--- config.mk ---
export PLATFORM = sky130hd
export DESIGN_NAME = decoder_pipe
export DESIGN_NICKNAME = d
export VERILOG_FILES = /design/src/rtl/decoder_pkg.sv /design/src/rtl/decoder_skid.sv /design/src/rtl/decoder_pipe.sv
export SDC_FILE = /design/constraint.sdc
export NUM_CORES = 1
export LEC_CHECK = 0
export CORE_ASPECT_RATIO = 1.5
export CORE_UTILIZATION = 57
export CTS_CLUSTER_SIZE = 8
export DETAILED_ROUTE_END_ITERATION = 6
export GPL_TIMING_DRIVEN = 0
export MAX_ROUTING_LAYER = met4
export PLACE_DENSITY = 0.8
export SYNTH_ARGS = -nofsm -noshare
export SYNTH_HDL_FRONTEND = slang
export SYNTH_HIERARCHICAL = 1
export SYNTH_SLANG_ARGS = --single-unit
--- constraint.sdc ---
create_clock -name clk -period 3.7 [get_ports clk]
set_input_delay 0.37 -clock clk [delete_from_list [all_inputs] [get_ports clk]]
set_output_delay 0.37 -clock clk [all_outputs]
set_load 0.05 [all_outputs]
--- src/rtl/decoder_pkg.sv ---
// ---------------------------------------------------------------------------
// decoder_pkg
// Shared definitions for the decoder pipeline:
//   mode_e      - decode mode encoding carried on the 2-bit mode input
//   FIFO_DEPTH  - number of entries in the output skid buffer
//   CNT_W       - width of the occupancy counter for that buffer
// ---------------------------------------------------------------------------
package decoder_pkg;

  typedef enum logic [1:0] {
    MODE_ONEHOT  = 2'b00,
    MODE_ONECOLD = 2'b01,
    MODE_THERMO  = 2'b10,
    MODE_RSVD    = 2'b11
  } mode_e;

  localparam int FIFO_DEPTH = 2;
  localparam int CNT_W      = 2;

  // Occupancy value at which the buffer can take no further pushes.
  localparam logic [CNT_W-1:0] FULL_CNT = CNT_W'(FIFO_DEPTH);

endpackage

--- src/rtl/decoder_skid.sv ---
// ---------------------------------------------------------------------------
// decoder_skid
// Two-entry FIFO holding decoded results until the consumer takes them.
// Push and pop may happen on the same edge; order is always preserved.
// Pushes into a full buffer and pops from an empty one are ignored.
//
// Ports:
//   clk    in   clock, all state on rising edge
//   rst    in   asynchronous active-low reset (clears entries and pointers)
//   push   in   write din at the tail
//   pop    in   drop the head entry
//   din    in   [W-1:0] payload written on push
//   dout   out  [W-1:0] head entry (all zero after reset)
//   count  out  [CNT_W-1:0] number of buffered entries
// ---------------------------------------------------------------------------
module decoder_skid
  import decoder_pkg::*;
#(
  parameter int W = 9
) (
  input  logic             clk,
  input  logic             rst,
  input  logic             push,
  input  logic             pop,
  input  logic [W-1:0]     din,
  output logic [W-1:0]     dout,
  output logic [CNT_W-1:0] count
);

  logic [W-1:0]     mem_r [FIFO_DEPTH];
  logic             wr_ptr_r;
  logic             rd_ptr_r;
  logic [CNT_W-1:0] count_r;
  logic             push_ok_s;
  logic             pop_ok_s;

  // Qualify requests against the current occupancy.
  always_comb begin
    push_ok_s = push && (count_r != FULL_CNT);
    pop_ok_s  = pop && (count_r != {CNT_W{1'b0}});
  end

  // Entry storage and write pointer.
  always_ff @(posedge clk or negedge rst) begin
    if (!rst) begin
      for (int i = 0; i < FIFO_DEPTH; i++) begin
        mem_r[i] <= {W{1'b0}};
      end
      wr_ptr_r <= 1'b0;
    end else if (push_ok_s) begin
      mem_r[wr_ptr_r] <= din;
      wr_ptr_r        <= ~wr_ptr_r;
    end else begin
      wr_ptr_r <= wr_ptr_r;
    end
  end

  // Read pointer advances on every accepted pop.
  always_ff @(posedge clk or negedge rst) begin
    if (!rst) begin
      rd_ptr_r <= 1'b0;
    end else if (pop_ok_s) begin
      rd_ptr_r <= ~rd_ptr_r;
    end else begin
      rd_ptr_r <= rd_ptr_r;
    end
  end

  // Occupancy: a simultaneous push and pop leaves it unchanged.
  always_ff @(posedge clk or negedge rst) begin
    if (!rst) begin
      count_r <= {CNT_W{1'b0}};
    end else begin
      case ({push_ok_s, pop_ok_s})
        2'b10:   count_r <= count_r + CNT_W'(1);
        2'b01:   count_r <= count_r - CNT_W'(1);
        default: count_r <= count_r;
      endcase
    end
  end

  assign dout  = mem_r[rd_ptr_r];
  assign count = count_r;

endmodule

--- src/rtl/decoder_pipe.sv ---
// ---------------------------------------------------------------------------
// decoder_pipe
// Decodes a select code into a one-hot, one-cold or thermometer word at the
// moment a request is accepted, and queues the result (with an error flag)
// in a two-entry skid buffer that the consumer drains with a valid/ready
// handshake. Out-of-range selects and the reserved mode yield zero data
// with err set.
//
// Optional build macro:
//   DECODER_PIPE_ERR_CNT_EN  adds err_cnt, a saturating count of popped
//                            entries whose err flag was set.
//
// Parameters:
//   SEL_W  width of the select code
//   OUT_W  decoded word width (2 .. 2**SEL_W)
//
// Ports:
//   clk        in   clock, all state on rising edge
//   rst        in   asynchronous active-low reset
//   in_valid   in   request valid
//   in_ready   out  request accepted this edge when in_valid is also high
//   sel        in   [SEL_W-1:0] code to decode
//   mode       in   [1:0] decode mode (see decoder_pkg::mode_e)
//   out_valid  out  data_out/err hold a buffered result
//   out_ready  in   consumer takes the head result
//   data_out   out  [OUT_W-1:0] decoded word at the head
//   err        out  head result was out of range or used the reserved mode
//   err_cnt    out  [15:0] (macro only) saturating popped-error count
// ---------------------------------------------------------------------------
module decoder_pipe
  import decoder_pkg::*;
#(
  parameter int SEL_W = 3,
  parameter int OUT_W = 8
) (
  input  logic             clk,
  input  logic             rst,
  input  logic             in_valid,
  output logic             in_ready,
  input  logic [SEL_W-1:0] sel,
  input  logic [1:0]       mode,
  output logic             out_valid,
  input  logic             out_ready,
  output logic [OUT_W-1:0] data_out,
  output logic             err
`ifdef DECODER_PIPE_ERR_CNT_EN
  ,
  output logic [15:0]      err_cnt
`endif
);

  localparam int PAY_W = OUT_W + 1;

  logic             en_r;
  mode_e            mode_s;
  logic [OUT_W-1:0] dec_data_s;
  logic             dec_err_s;
  logic             push_s;
  logic             pop_s;
  logic [CNT_W-1:0] count_s;
  logic [PAY_W-1:0] head_s;

  // Enable goes high on the first edge after reset release, so no request
  // can be accepted on that first edge.
  always_ff @(posedge clk or negedge rst) begin
    if (!rst) begin
      en_r <= 1'b0;
    end else begin
      en_r <= 1'b1;
    end
  end

  // Combinational decode of the request as offered; captured only on accept.
  always_comb begin
    mode_s     = mode_e'(mode);
    dec_data_s = {OUT_W{1'b0}};
    dec_err_s  = 1'b0;
    if (32'(sel) >= 32'(OUT_W)) begin
      dec_err_s = 1'b1;
    end else begin
      case (mode_s)
        MODE_ONEHOT: begin
          for (int i = 0; i < OUT_W; i++) begin
            dec_data_s[i] = (SEL_W'(i) == sel);
          end
        end
        MODE_ONECOLD: begin
          for (int i = 0; i < OUT_W; i++) begin
            dec_data_s[i] = (SEL_W'(i) != sel);
          end
        end
        MODE_THERMO: begin
          for (int i = 0; i < OUT_W; i++) begin
            dec_data_s[i] = (SEL_W'(i) <= sel);
          end
        end
        MODE_RSVD: begin
          dec_err_s = 1'b1;
        end
        default: begin
          dec_err_s = 1'b1;
        end
      endcase
    end
  end

  // Handshakes: in_ready depends only on registered state, never on in_valid.
  always_comb begin
    in_ready  = en_r && (count_s != FULL_CNT);
    out_valid = (count_s != {CNT_W{1'b0}});
    push_s    = in_valid && in_ready;
    pop_s     = out_valid && out_ready;
  end

  decoder_skid #(
    .W (PAY_W)
  ) u_skid (
    .clk   (clk),
    .rst   (rst),
    .push  (push_s),
    .pop   (pop_s),
    .din   ({dec_err_s, dec_data_s}),
    .dout  (head_s),
    .count (count_s)
  );

  // Head entry comes straight from buffer flops, so it is stable while stalled.
  assign err      = head_s[PAY_W-1];
  assign data_out = head_s[OUT_W-1:0];

`ifdef DECODER_PIPE_ERR_CNT_EN
  logic [15:0] err_cnt_r;

  // Count popped error entries, holding at the maximum value.
  always_ff @(posedge clk or negedge rst) begin
    if (!rst) begin
      err_cnt_r <= 16'd0;
    end else if (pop_s && err && (err_cnt_r != 16'hFFFF)) begin
      err_cnt_r <= err_cnt_r + 16'd1;
    end else begin
      err_cnt_r <= err_cnt_r;
    end
  end

  assign err_cnt = err_cnt_r;
`endif

endmodule

# Word-level counts from Yosys, hierarchy flattened
# Cells that the tools add are included.
totals:
  romBits: 0
  word_cells: 63
  ff_bits: 23
  out_inout_bits: 11
  ramBits: 0
  memories: 0
  latchBits: 0
  in_bits: 9
op_classes:
  n_mux: 9
  div_mod_pow: 0
  n_lt_le_gt_ge: 11
  n_eq_ne: 20
  add_sub_neg: 2
  bitwise: 4
  n_shift: 0
  multipliers: 0
  n_reduce_logical: 11
ops:
  columns: ["operator", "count"]
  rows:
  - ["$mux W9", 4]
  - ["$pmux W8 S3", 1]
  - ["$bwmux W18", 1]
  - ["$eq A3 B3 Y1 const A", 4]
  - ["$le A3 B3 Y1 const A", 4]
  - ["$ne A3 B3 Y1 const A", 4]
  - ["$demux W9 S1", 1]
  - ["$eq A2 B2 Y1 const B", 3]
  - ["$eq A2 B3 Y1 const A", 2]
  - ["$le A1 B3 Y1 const A", 2]
  - ["$le A2 B3 Y1 const A", 2]
  - ["$logic_and A1 B1 Y1", 6]
  - ["$ne A2 B3 Y1 const A", 2]
  - ["$eq A2 B1 Y1 const B", 2]
  - ["$ge A2 B2 Y1 const B", 2]
  - ["$not A1 Y2", 2]
  - ["$pmux W2 S2", 1]
  - ["$reduce_bool A2 Y1", 2]
  - ["$eq A1 B3 Y1 const A", 1]
  - ["$logic_not A3 Y1", 1]
  - ["$ne A1 B3 Y1 const A", 1]
  - ["$reduce_bool A3 Y1", 1]
  - ["$add A2 B1 Y2 const B", 1]
  - ["$logic_not A2 Y1", 1]
  - ["5 further kinds", 6]

# Longest topological paths before layout
# Gate-level depths: netlist of the first run.
logic_depth:
  word_depth: 6
  ltp_mapped: 8
  ltp_nobuf: 8

# Hierarchy
# The synthesis of the first run kept the hierarchy.
modules_own_cells:
  columns: ["module", "area_each_um2", "seq_area_each_um2", "cells_per_inst", "n_inst"]
  rows:
  - ["decoder_skid", 1058.5, 550.5, 64, 1]
  - ["decoder_pipe", 274.0, 25.0, 41, 1]

# Least setup slack after synthesis of the first run
# Ideal clock, no wire load.
synth_path:
  path_kind: "reg2reg"
  startpoint: "reg u_skid.count_r[0], in the netlist u_skid/count[0]"
  endpoint: "reg u_skid/mem_r[10] (netlist name)"
  setup_slack_ns: 1.029
  arrival_time_ns: 2.546
  stages_incl_launch_ff: 7
  setup_ns: 0.125
  synth_period_minus_slack_ns: 2.671
  required_time_ns: 3.575
  path_buffers: 1
  cell_sequence: "dfrtp_1 -> inv_1 -> a21boi_0 -> and2_1 -> and3b_1 -> buf_6 -> mux2_4"
synth_via:
  elab_chain_cells: 4
synth_lines:
  columns: ["element", "line_no", "text"]
  rows:
  - ["from (decl)", "decoder_skid.sv:33", "logic [CNT_W-1:0] count_r;"]
  - ["from (signal assigned)", "decoder_skid.sv:72", "count_r <= {CNT_W{1'b0}};"]
  - ["from (signal assigned)", "decoder_skid.sv:75", "2'b10: count_r <= count_r + CNT_W'(1);"]
  - ["from (signal assigned)", "decoder_skid.sv:76", "2'b01: count_r <= count_r - CNT_W'(1);"]
  - ["$ne A2 B2 Y1", "decoder_pipe.sv:109", "in_ready = en_r && (count_s != FULL_CNT);"]
  - ["$logic_and A1 B1 Y1", "decoder_pipe.sv:109", null]
  - ["named net in_ready", "decoder_pipe.sv:39", "output logic in_ready,"]
  - ["$logic_and A1 B1 Y1", "decoder_pipe.sv:111", "push_s = in_valid && in_ready;"]
  - ["named net push_s", "decoder_pipe.sv:58", "logic push_s;"]
  - ["$logic_and A1 B1 Y1", "decoder_skid.sv:39", "push_ok_s = push && (count_r != FULL_CNT);"]
  - ["to (signal, indexed assignment)", "decoder_skid.sv:47", "mem_r[i] <= {W{1'b0}};"]
  - ["to (signal, indexed assignment)", "decoder_skid.sv:51", "mem_r[wr_ptr_r] <= din;"]
  - ["to (decl)", "decoder_skid.sv:30", "logic [W-1:0] mem_r [FIFO_DEPTH];"]
# The timed path passes the listed nets, and every way through them passes these cells.
# A chain may end at the register's enable or synchronous reset.

# Worst setup path after layout of the first run
layout_path:
  startpoint: "reg u_skid.rd_ptr_r"
  endpoint: "out data_out[3]"
layout_via:
  elab_chain_cells: 4
layout_lines:
  columns: ["element", "line_no", "text"]
  rows:
  - ["from (decl)", "decoder_skid.sv:32", "logic rd_ptr_r;"]
  - ["from (signal assigned)", "decoder_skid.sv:63", "rd_ptr_r <= ~rd_ptr_r;"]
  - ["from (signal assigned)", "decoder_skid.sv:65", "rd_ptr_r <= rd_ptr_r;"]
  - ["$not A1 Y2 (not written as such)", "decoder_skid.sv:82", "assign dout = mem_r[rd_ptr_r];"]
  - ["$mux W9 (not written as such) (3 in a row)", "decoder_skid.sv:82", null]
  - ["to (decl)", "decoder_pipe.sv:44", "output logic [OUT_W-1:0] data_out,"]
# No other way between the ends. The select of a mux whose other input is x is not followed.

==> impl_results.rst, run 1 <==
.. list-table::
   :header-rows: 1

   * - Metric
     - Value
   * - Run status
     - finished, final reports clean
   * - Post-synth top area cell
     - sky130_fd_sc_hd__dfrtp_1
   * - Flop2flop setup slack
     - 1.92 ns
   * - Total non-filler cell area in the finished layout
     - 0.00156 mm2
   * - Top fanout value on the critical path
     - 10
   * - Clock sink total
     - 23
   * - Peak VDD IR
     - roughly 0.53 mV
   * - # port buffers
     - 17
   * - Antenna Violating Nets Remaining
     - 0
   * - Post-DR vias/cell
     - 5.81
   * - H-tree depth
     - 1
   * - Global placement routability congestion
     - 0.745
   * - Final Max Slew Viols
     - 0
   * - Clock Latency Late Sink
     - roughly 0.33 ns
   * - Die footprint
     - 0.00254 mm2
   * - Final setup violating endpoints
     - 0
   * - Number of standard cells after synthesis
     - about 110
   * - Violation count after the first detailed-routing iteration
     - 19
   * - Worst min-delay path startpoint
     - u_skid/wr_ptr_r
   * - Hold endpoint
     - u_skid/wr_ptr_r
   * - Post-layout minimum cycle time
     - between 2 and 2.5 ns
   * - Std-Cell Core Area
     - 0.00221 mm2
   * - Min-delay worst type
     - reg -> reg
   * - Pin count of the biggest net entering global routing
     - 24
   * - Flip-flop and latch count after synthesis
     - 23
   * - Clock slew seen by the registers of the worst setup and hold paths
     - approximately 0.12 ns
   * - Required @ worst endpoint
     - 3.33 ns
   * - Highest clock frequency the design can meet
     - 422 MHz
   * - Count of vias placed by the detailed router
     - 866
   * - Remaining global-route overflow
     - 0
   * - Data arrival time of the critical path
     - 2.00 ns
   * - Max transition margin
     - roughly 32%
   * - Worst-margin pin slew
     - between 1 and 1.5 ns
   * - Power density normalized to cell area
     - 915 mW/mm2
   * - Cell depth of the worst hold path
     - 1
   * - Initial antenna violation count
     - 0
   * - Chip Height
     - 61.2 um
   * - Post-route setup TNS
     - 0 ns
   * - Count of standard-cell rows
     - 21
   * - Leakage
     - 0.708 nW
   * - First-pass DRT Iterations
     - 4
   * - Largest stage delay on the critical path
     - 0.70 ns
   * - Initial cell density of the core
     - between 60% and 70%
   * - Post-synthesis cell area
     - 0.00133 mm2
   * - Combined buffer and inverter count along the critical path
     - 2
   * - CTS resizes
     - 0
   * - Wire length per cell after detailed routing
     - 16.0 um
   * - Number of setup buffers added after CTS
     - 0
   * - Horizontal extent of the die
     - 41.5 um
   * - Global routing usage summed across all routing layers
     - roughly 23%
   * - Worst R2R Start
     - u_skid/count[1]
   * - Cell types with the largest area share after synthesis
     - sky130_fd_sc_hd__dfrtp_1 43%, sky130_fd_sc_hd__mux2_4 20%, sky130_fd_sc_hd__mux2_2 7.6%, sky130_fd_sc_hd__xnor2_1 2.6%, sky130_fd_sc_hd__mux2i_1 2.3%
   * - Number of primary I/O pins
     - 20
   * - Count of unique library cells instantiated by Yosys
     - 33
   * - Setup clock skew after layout
     - 0.00686 ns
   * - Number of antenna diodes
     - 0
   * - Clock buffer depth
     - 2
   * - Max_cap viols
     - 0
   * - Crit path kind
     - reg -> out
   * - Hold-fix buffers, CTS
     - 0
   * - Via count of the first global-routing pass
     - 882
   * - Commonest cells after routing, fill and taps aside
     - 23 x sky130_fd_sc_hd__dfrtp_1, 18 x sky130_fd_sc_hd__mux2_4, 17 x sky130_fd_sc_hd__clkdlybuf4s50_1, 9 x sky130_fd_sc_hd__mux2_2
   * - Max stage delay cell, worst path
     - sky130_fd_sc_hd__clkdlybuf4s50_1
   * - Fillcell total
     - 171
   * - Period utilization
     - 64.0%
   * - Final nets
     - ~140
   * - Startpoint types
     - register
   * - Synth-to-layout area growth
     - 16.9%
   * - Global-route wire length before repair
     - 4110 um
   * - Part of the Yosys area used for sequential elements
     - 43.2%
   * - Final design utilization
     - between 70% and 80%
   * - Standard cell area after detailed placement
     - 0.00153 mm2
   * - Total Routed Length
     - approximately 2400 um
   * - Synth top area share
     - 43.2%
   * - Count of cells along the worst register-to-register path
     - 6
   * - Post-detail-place hpwl
     - approximately 1700 um
   * - Total count of hold-check failures in the final report
     - 0
   * - Inserted Clock Buffers
     - 3
   * - Share of post-route cells with drive strength above 1
     - a little under a third
   * - Syn_area_per_cell
     - around 13 um2
   * - Terminus of the critical flop-to-flop path
     - u_skid/count[1]
   * - Yosys warning total
     - 6
   * - Net Count, Synth
     - 115
   * - Delay-heaviest family, CP
     - buffers and inverters
   * - TritonCTS clock tree
     - yes
   * - Critical path, cell by cell
     - buf_2 -> mux2_2 -> clkdlybuf4s50_1
   * - Most common cell after layout, fill and taps aside
     - sky130_fd_sc_hd__dfrtp_1
   * - DRC errors left
     - 0
   * - Critical path capture point type
     - output port
   * - Unrepaired setup endpoints after global routing
     - false
   * - Root Buffer Master
     - sky130_fd_sc_hd__clkbuf_4
Yosys cell counts:
cell type,instances
sky130_fd_sc_hd__o21ai_0,2
sky130_fd_sc_hd__mux2_2,9
sky130_fd_sc_hd__and2_1,4
sky130_fd_sc_hd__dfrtp_1,23
sky130_fd_sc_hd__a21boi_0,1
sky130_fd_sc_hd__o311ai_1,1
sky130_fd_sc_hd__buf_8,1
sky130_fd_sc_hd__a211o_1,1
sky130_fd_sc_hd__or2_2,1
sky130_fd_sc_hd__o211ai_1,1
sky130_fd_sc_hd__mux2_4,18
sky130_fd_sc_hd__mux2i_1,3
sky130_fd_sc_hd__inv_1,3
sky130_fd_sc_hd__o21a_1,2
sky130_fd_sc_hd__xnor2_1,4
sky130_fd_sc_hd__and3_4,1
sky130_fd_sc_hd__and3b_1,2
sky130_fd_sc_hd__nor3b_1,2
sky130_fd_sc_hd__nand2b_4,1
sky130_fd_sc_hd__a211oi_1,1
sky130_fd_sc_hd__buf_4,1
sky130_fd_sc_hd__nor2_1,3
sky130_fd_sc_hd__nand2_1,4
sky130_fd_sc_hd__buf_6,1
sky130_fd_sc_hd__xor2_1,2
sky130_fd_sc_hd__buf_2,4
sky130_fd_sc_hd__nand3_1,1
sky130_fd_sc_hd__o32ai_1,1
sky130_fd_sc_hd__nor3_1,1
sky130_fd_sc_hd__ha_1,1
sky130_fd_sc_hd__conb_1,1
sky130_fd_sc_hd__o22ai_1,2
sky130_fd_sc_hd__a21oi_1,2
how the worst max path moves through the flow:
stage | from | cells after the start | endpoint
2_1_floorplan | u_skid/count[0] | 6 | u_skid/mem_r[10]
3_3_place_gp | u_skid/rd_ptr_r | 3 | data_out[5]
3_5_place_dp | u_skid/rd_ptr_r | 3 | data_out[3]
4_1_cts | u_skid/rd_ptr_r | 3 | data_out[3]
5_1_grt | u_skid/count[0] | 3 | in_ready
6_report | u_skid/rd_ptr_r | 3 | data_out[3]
sequential cells by signal, summed over array words and instances (netlist names):
signal / count
u_skid/wr_ptr_r: 1
u_skid/rd_ptr_r: 1
u_skid/count: 2
en_r: 1
u_skid/mem_r: 18
per-layer routing:
| metal | up-vias | share of wire, % | GRT usage [%] |
|---|---|---|---|
| met5 | - | 0 | - |
| met4 | 0 | 2.7 | 15.2 |
| met3 | 5 | 3.9 | 4.40 |
| met2 | 20 | 52 | 38.2 |
| met1 | 428 | 41 | 25.0 |
| li1 | 413 | - | - |
final cells by class:
| type | instances | area (um2) | area share [%] |
|---|---|---|---|
| tap | 23 | 28.8 | 1.85 |
| multi-input combinational | 72 | 692 | 44.4 |
| inverter | 3 | 11.3 | 0.723 |
| timing repair buffer | 17 | 170 | 10.9 |
| buffer | 7 | 53.8 | 3.45 |
| clock buffer | 4 | 26.3 | 1.69 |
| sequential | 23 | 576 | 36.9 |
cells by family (layout without fill, tap and decap cells):
group / count (synthesis) / count (layout) / share of synthesized area (%)
compound gates: 14 / 14 / 7.23
xor+xnor: 6 / 6 / 3.94
fa+ha+maj: 1 / 1 / 0.939
buf+inv: 10 / 31 / 4.88
flops: 23 / 23 / 43.2
mux: 30 / 30 / 30.1
other cells: 1 / 1 / 0.281
simple gates: 20 / 20 / 9.39
metrics by stage:
stage	hold WS [ns]	power [W]	worst slack [ns]	instances
floorplan	0.0744	0.00110	1.03	105
global placement	0.489	0.00129	1.70	145
detailed placement	0.491	0.00132	1.69	145
CTS	0.512	0.00144	1.31	149
global route	0.540	0.00150	1.25	149
finish	0.509	0.00143	1.33	149
power by group:
part / internal, W / total [W] / switching (W)
Clock: 0.0000424 / 0.000118 / 0.0000761
Sequential: 0.000367 / 0.000444 / 0.0000769
Combinational: 0.000412 / 0.000864 / 0.000452
Power figures use the tool's default switching activity.
==> run 2: changes to the inputs <==
- CORE_UTILIZATION: 57 -> 48
- PLACE_DENSITY: 0.8 -> 0.72
- clock period: 3.7 -> 2 ns (I/O delays scaled with it)
==> impl_results.rst, run 2 (synthesized netlist as in run 1, its figures left out) <==
.. list-table::
   :header-rows: 1

   * - Metric
     - Value
   * - Max_cap viols
     - 0 (unchanged)
   * - Fraction of power consumed by the clock network
     - 10.7% (was 8.3%)
   * - Final Max Slew Viols
     - 0 (unchanged)
   * - Global routing usage summed across all routing layers
     - 19.3% (was 22.9%)
   * - Antenna Violating Nets Remaining
     - 0 (unchanged)
   * - Total design power
     - 0.00261 W (was 0.00143 W)
   * - Remaining global-route overflow
     - 0 (unchanged)
   * - Setup clock skew after layout
     - 0.00206 ns (was 0.00686 ns)
   * - Clock buffer depth
     - 2 (unchanged)
   * - Wire length per cell after detailed routing
     - 14.5 um (was 16.0 um)
   * - Combined buffer and inverter count along the critical path
     - 2 (unchanged)
   * - Count of cells along the worst register-to-register path
     - 6 (unchanged)
   * - Post-DR vias/cell
     - 5.24 (was 5.81)
   * - Share of post-route cells with drive strength above 1
     - 33.3% (was 31.7%)
   * - Synth-to-layout area growth
     - 19.5% (was 16.9%)
   * - Multi-input gate area
     - 696 um2 (was 692 um2)
   * - Power density normalized to cell area
     - 1640 mW/mm2 (was 915 mW/mm2)
   * - Final Hold Slack
     - 0.449 ns (was 0.509 ns)
   * - Number of primary I/O pins
     - 20 (unchanged)
   * - Chip Height
     - 66.5 um (was 61.2 um)
   * - Leakage
     - 0.758 nW (was 0.708 nW)
   * - Largest register FFs
     - 18 (unchanged)
   * - H-tree depth
     - 1 (unchanged)
   * - TritonCTS clock tree
     - yes (unchanged)
   * - Cell depth of the worst hold path
     - 4 (was 1)
   * - Peak VDD IR
     - 0.951 mV (was 0.525 mV)
   * - Die footprint
     - 0.00300 mm2 (was 0.00254 mm2)
   * - Count of standard-cell rows
     - 23 (was 21)
   * - Most common cell after layout, fill and taps aside
     - sky130_fd_sc_hd__dfrtp_1 (unchanged)
   * - First-pass DRT Iterations
     - 3 (was 4)
   * - Switching component of the power
     - 0.00112 W (was 0.000605 W)
   * - Global-route wire length before repair
     - 4060 um (was 4110 um)
   * - Max transition margin
     - 32.2% (was 32.1%)
   * - Global placement routability congestion
     - 0.780 (was 0.745)
   * - Largest stage delay on the critical path
     - 0.42 ns (was 0.70 ns)
   * - Standard cell area after detailed placement
     - 0.00155 mm2 (was 0.00153 mm2)
   * - Number of antenna diodes
     - 0 (unchanged)
   * - Critical path, cell by cell
     - buf_2 -> mux2_2 -> dlygate4sd2_1 (was buf_2 -> mux2_2 -> clkdlybuf4s50_1)
   * - Delay-heaviest family, CP
     - buffers and inverters (unchanged)
   * - Post-layout minimum cycle time
     - 1.84 ns
   * - Min-delay worst type
     - in -> reg (was reg -> reg)
   * - Clock slew seen by the registers of the worst setup and hold paths
     - 0.08 ns (was 0.12 ns)
   * - Footprint of the flip-flops and latches
     - 576 um2 (unchanged)
   * - Count of vias placed by the detailed router
     - 854 (was 866)
   * - Combinational share of power
     - 58.1% (was 60.6%)
   * - Inserted Clock Buffers
     - 3 (unchanged)
   * - Pin count of the biggest net entering global routing
     - 24 (unchanged)
   * - Flop pwr share
     - 31.2% (was 31.1%)
   * - Cell-internal power
     - 0.00149 W (was 0.000821 W)
   * - Critical path capture point type
     - output port (unchanged)
   * - Total non-filler cell area in the finished layout
     - 0.00159 mm2 (was 0.00156 mm2)
   * - Startpoint types
     - register (unchanged)
   * - Hold-fix buffers, CTS
     - 0 (unchanged)
   * - Final setup violating endpoints
     - 0 (unchanged)
   * - Commonest cells after routing, fill and taps aside
     - 23 x sky130_fd_sc_hd__dfrtp_1, 18 x sky130_fd_sc_hd__mux2_4, 9 x sky130_fd_sc_hd__dlygate4sd2_1, 9 x sky130_fd_sc_hd__mux2_2, 6 x sky130_fd_sc_hd__clkdlybuf4s50_1 (was 23 x sky130_fd_sc_hd__dfrtp_1, 18 x sky130_fd_sc_hd__mux2_4, 17 x sky130_fd_sc_hd__clkdlybuf4s50_1, 9 x sky130_fd_sc_hd__mux2_2)
   * - Crit path kind
     - reg -> out (unchanged)
   * - # port buffers
     - 17 (unchanged)
   * - Post-route setup TNS
     - 0 ns (unchanged)
   * - Clock Latency Late Sink
     - 0.26 ns (was 0.33 ns)
   * - Root Buffer Master
     - sky130_fd_sc_hd__clkbuf_8 (was sky130_fd_sc_hd__clkbuf_4)
   * - Clock sink total
     - 23 (unchanged)
   * - Initial cell density of the core
     - 50.3% (was 60.4%)
   * - Initial antenna violation count
     - 0 (unchanged)
   * - Share of total power consumed by net switching
     - 42.9% (was 42.4%)
   * - DRC errors left
     - 0 (unchanged)
   * - Count of cell instances traversed by the critical path
     - 3 (unchanged)
   * - Data arrival time of the critical path
     - 1.64 ns (was 2.00 ns)
   * - Horizontal extent of the die
     - 45.0 um (was 41.5 um)
   * - Required @ worst endpoint
     - 1.80 ns (was 3.33 ns)
   * - Unrepaired setup endpoints after global routing
     - false (unchanged)
   * - Total Routed Length
     - 2360 um (was 2390 um)
   * - Std-Cell Core Area
     - 0.00265 mm2 (was 0.00221 mm2)
   * - Highest clock frequency the design can meet
     - about 540 MHz
   * - Period utilization
     - 92.2%
   * - Via count of the first global-routing pass
     - 884 (was 882)
   * - Worst-margin pin slew
     - 1.01 ns (was 1.02 ns)
   * - Fillcell total
     - 246 (was 171)
   * - Max stage delay cell, worst path
     - sky130_fd_sc_hd__dlygate4sd2_1 (was sky130_fd_sc_hd__clkdlybuf4s50_1)
   * - Top fanout value on the critical path
     - 10 (unchanged)
   * - Register with the most flip-flops
     - u_skid/mem_r (unchanged)
   * - Violation count after the first detailed-routing iteration
     - 15 (was 19)
   * - Total count of hold-check failures in the final report
     - 0 (unchanged)
   * - Final nets
     - 137 (unchanged)
   * - Run status
     - finished, final reports clean (unchanged)
==> run 2: cell count changes in the layout (fill, tap and decap cells not counted), sizes merged <==
cell and change:
clkbuf -1, dlygate4sd2 +9, clkinv +1, dlymetal6s2s +2, clkdlybuf4s50 -11
==> run 2: final cells by class <==
cell class,count,share of cell area [%]
repair buffers,17,10.3
clock inverters,1,0.314
flip-flops and latches,23,36.1
inverters,3,0.707
multi-input cells,72,43.7
plain buffers,7,3.38
clock buffers,3,2.59
well taps,37,2.91
==> run 2: through the flow <==
step | cells | utilization [%] | setup WS (ns)
global placement | 159 | 58.6 | 0.153
global route | 163 | 60.2 | 0.0976
floorplan | 105 | - | 0.0466
detailed placement | 159 | 58.6 | 0.145
CTS | 163 | 60.0 | 0.0193
finish | 163 | 60.2 | 0.157
==> run 2: worst paths after layout <==
path	startpoint	end	slack [ns]
worst max register to register	u_skid/count[1]	u_skid/count[1]	0.20
min in group asynchronous	rst	u_skid/mem_r[11]	0.50
worst min register to register	u_skid/wr_ptr_r	u_skid/wr_ptr_r	0.50
max in group asynchronous	rst	u_skid/mem_r[5]	0.90
worst min-delay path	sel[1]	u_skid/mem_r[13]	0.45
worst max-delay path	u_skid/rd_ptr_r	data_out[2]	0.16
==> run 2: layer usage <==
metal | vias to the layer above | global-route usage (%) | part of all wire, %
met4 | 0 | 5.68 | 0.72
met2 | 11 | 33.5 | 57
met1 | 432 | 22.7 | 39
met3 | 2 | 2.44 | 2.5
met5 | - | - | 0
li1 | 409 | - | -
==> run 2: power by group through the flow <==
stage                     clock, W  sequential (W)  combinational [W]
final                     0.000279        0.000816            0.00152
after global placement           0        0.000816            0.00159
after detailed placement         0        0.000826            0.00162
after CTS                 0.000293        0.000819            0.00154
after global routing      0.000310        0.000845            0.00160
after floorplan                  0        0.000787            0.00125
==> run 2: worst min-delay path, cell delays in order <==
cell,delay [ns]
sky130_fd_sc_hd__buf_4,0.13
sky130_fd_sc_hd__o311ai_1,0.08
sky130_fd_sc_hd__o21ai_0,0.11
sky130_fd_sc_hd__mux2_4,0.15
==> run 2: timing repair <==
action / CTS / global route
setup endpoints to repair: 9 / 2
gates cloned: 0 / 0
resized for setup: 9 / 2
buffers inserted: 0 / 0
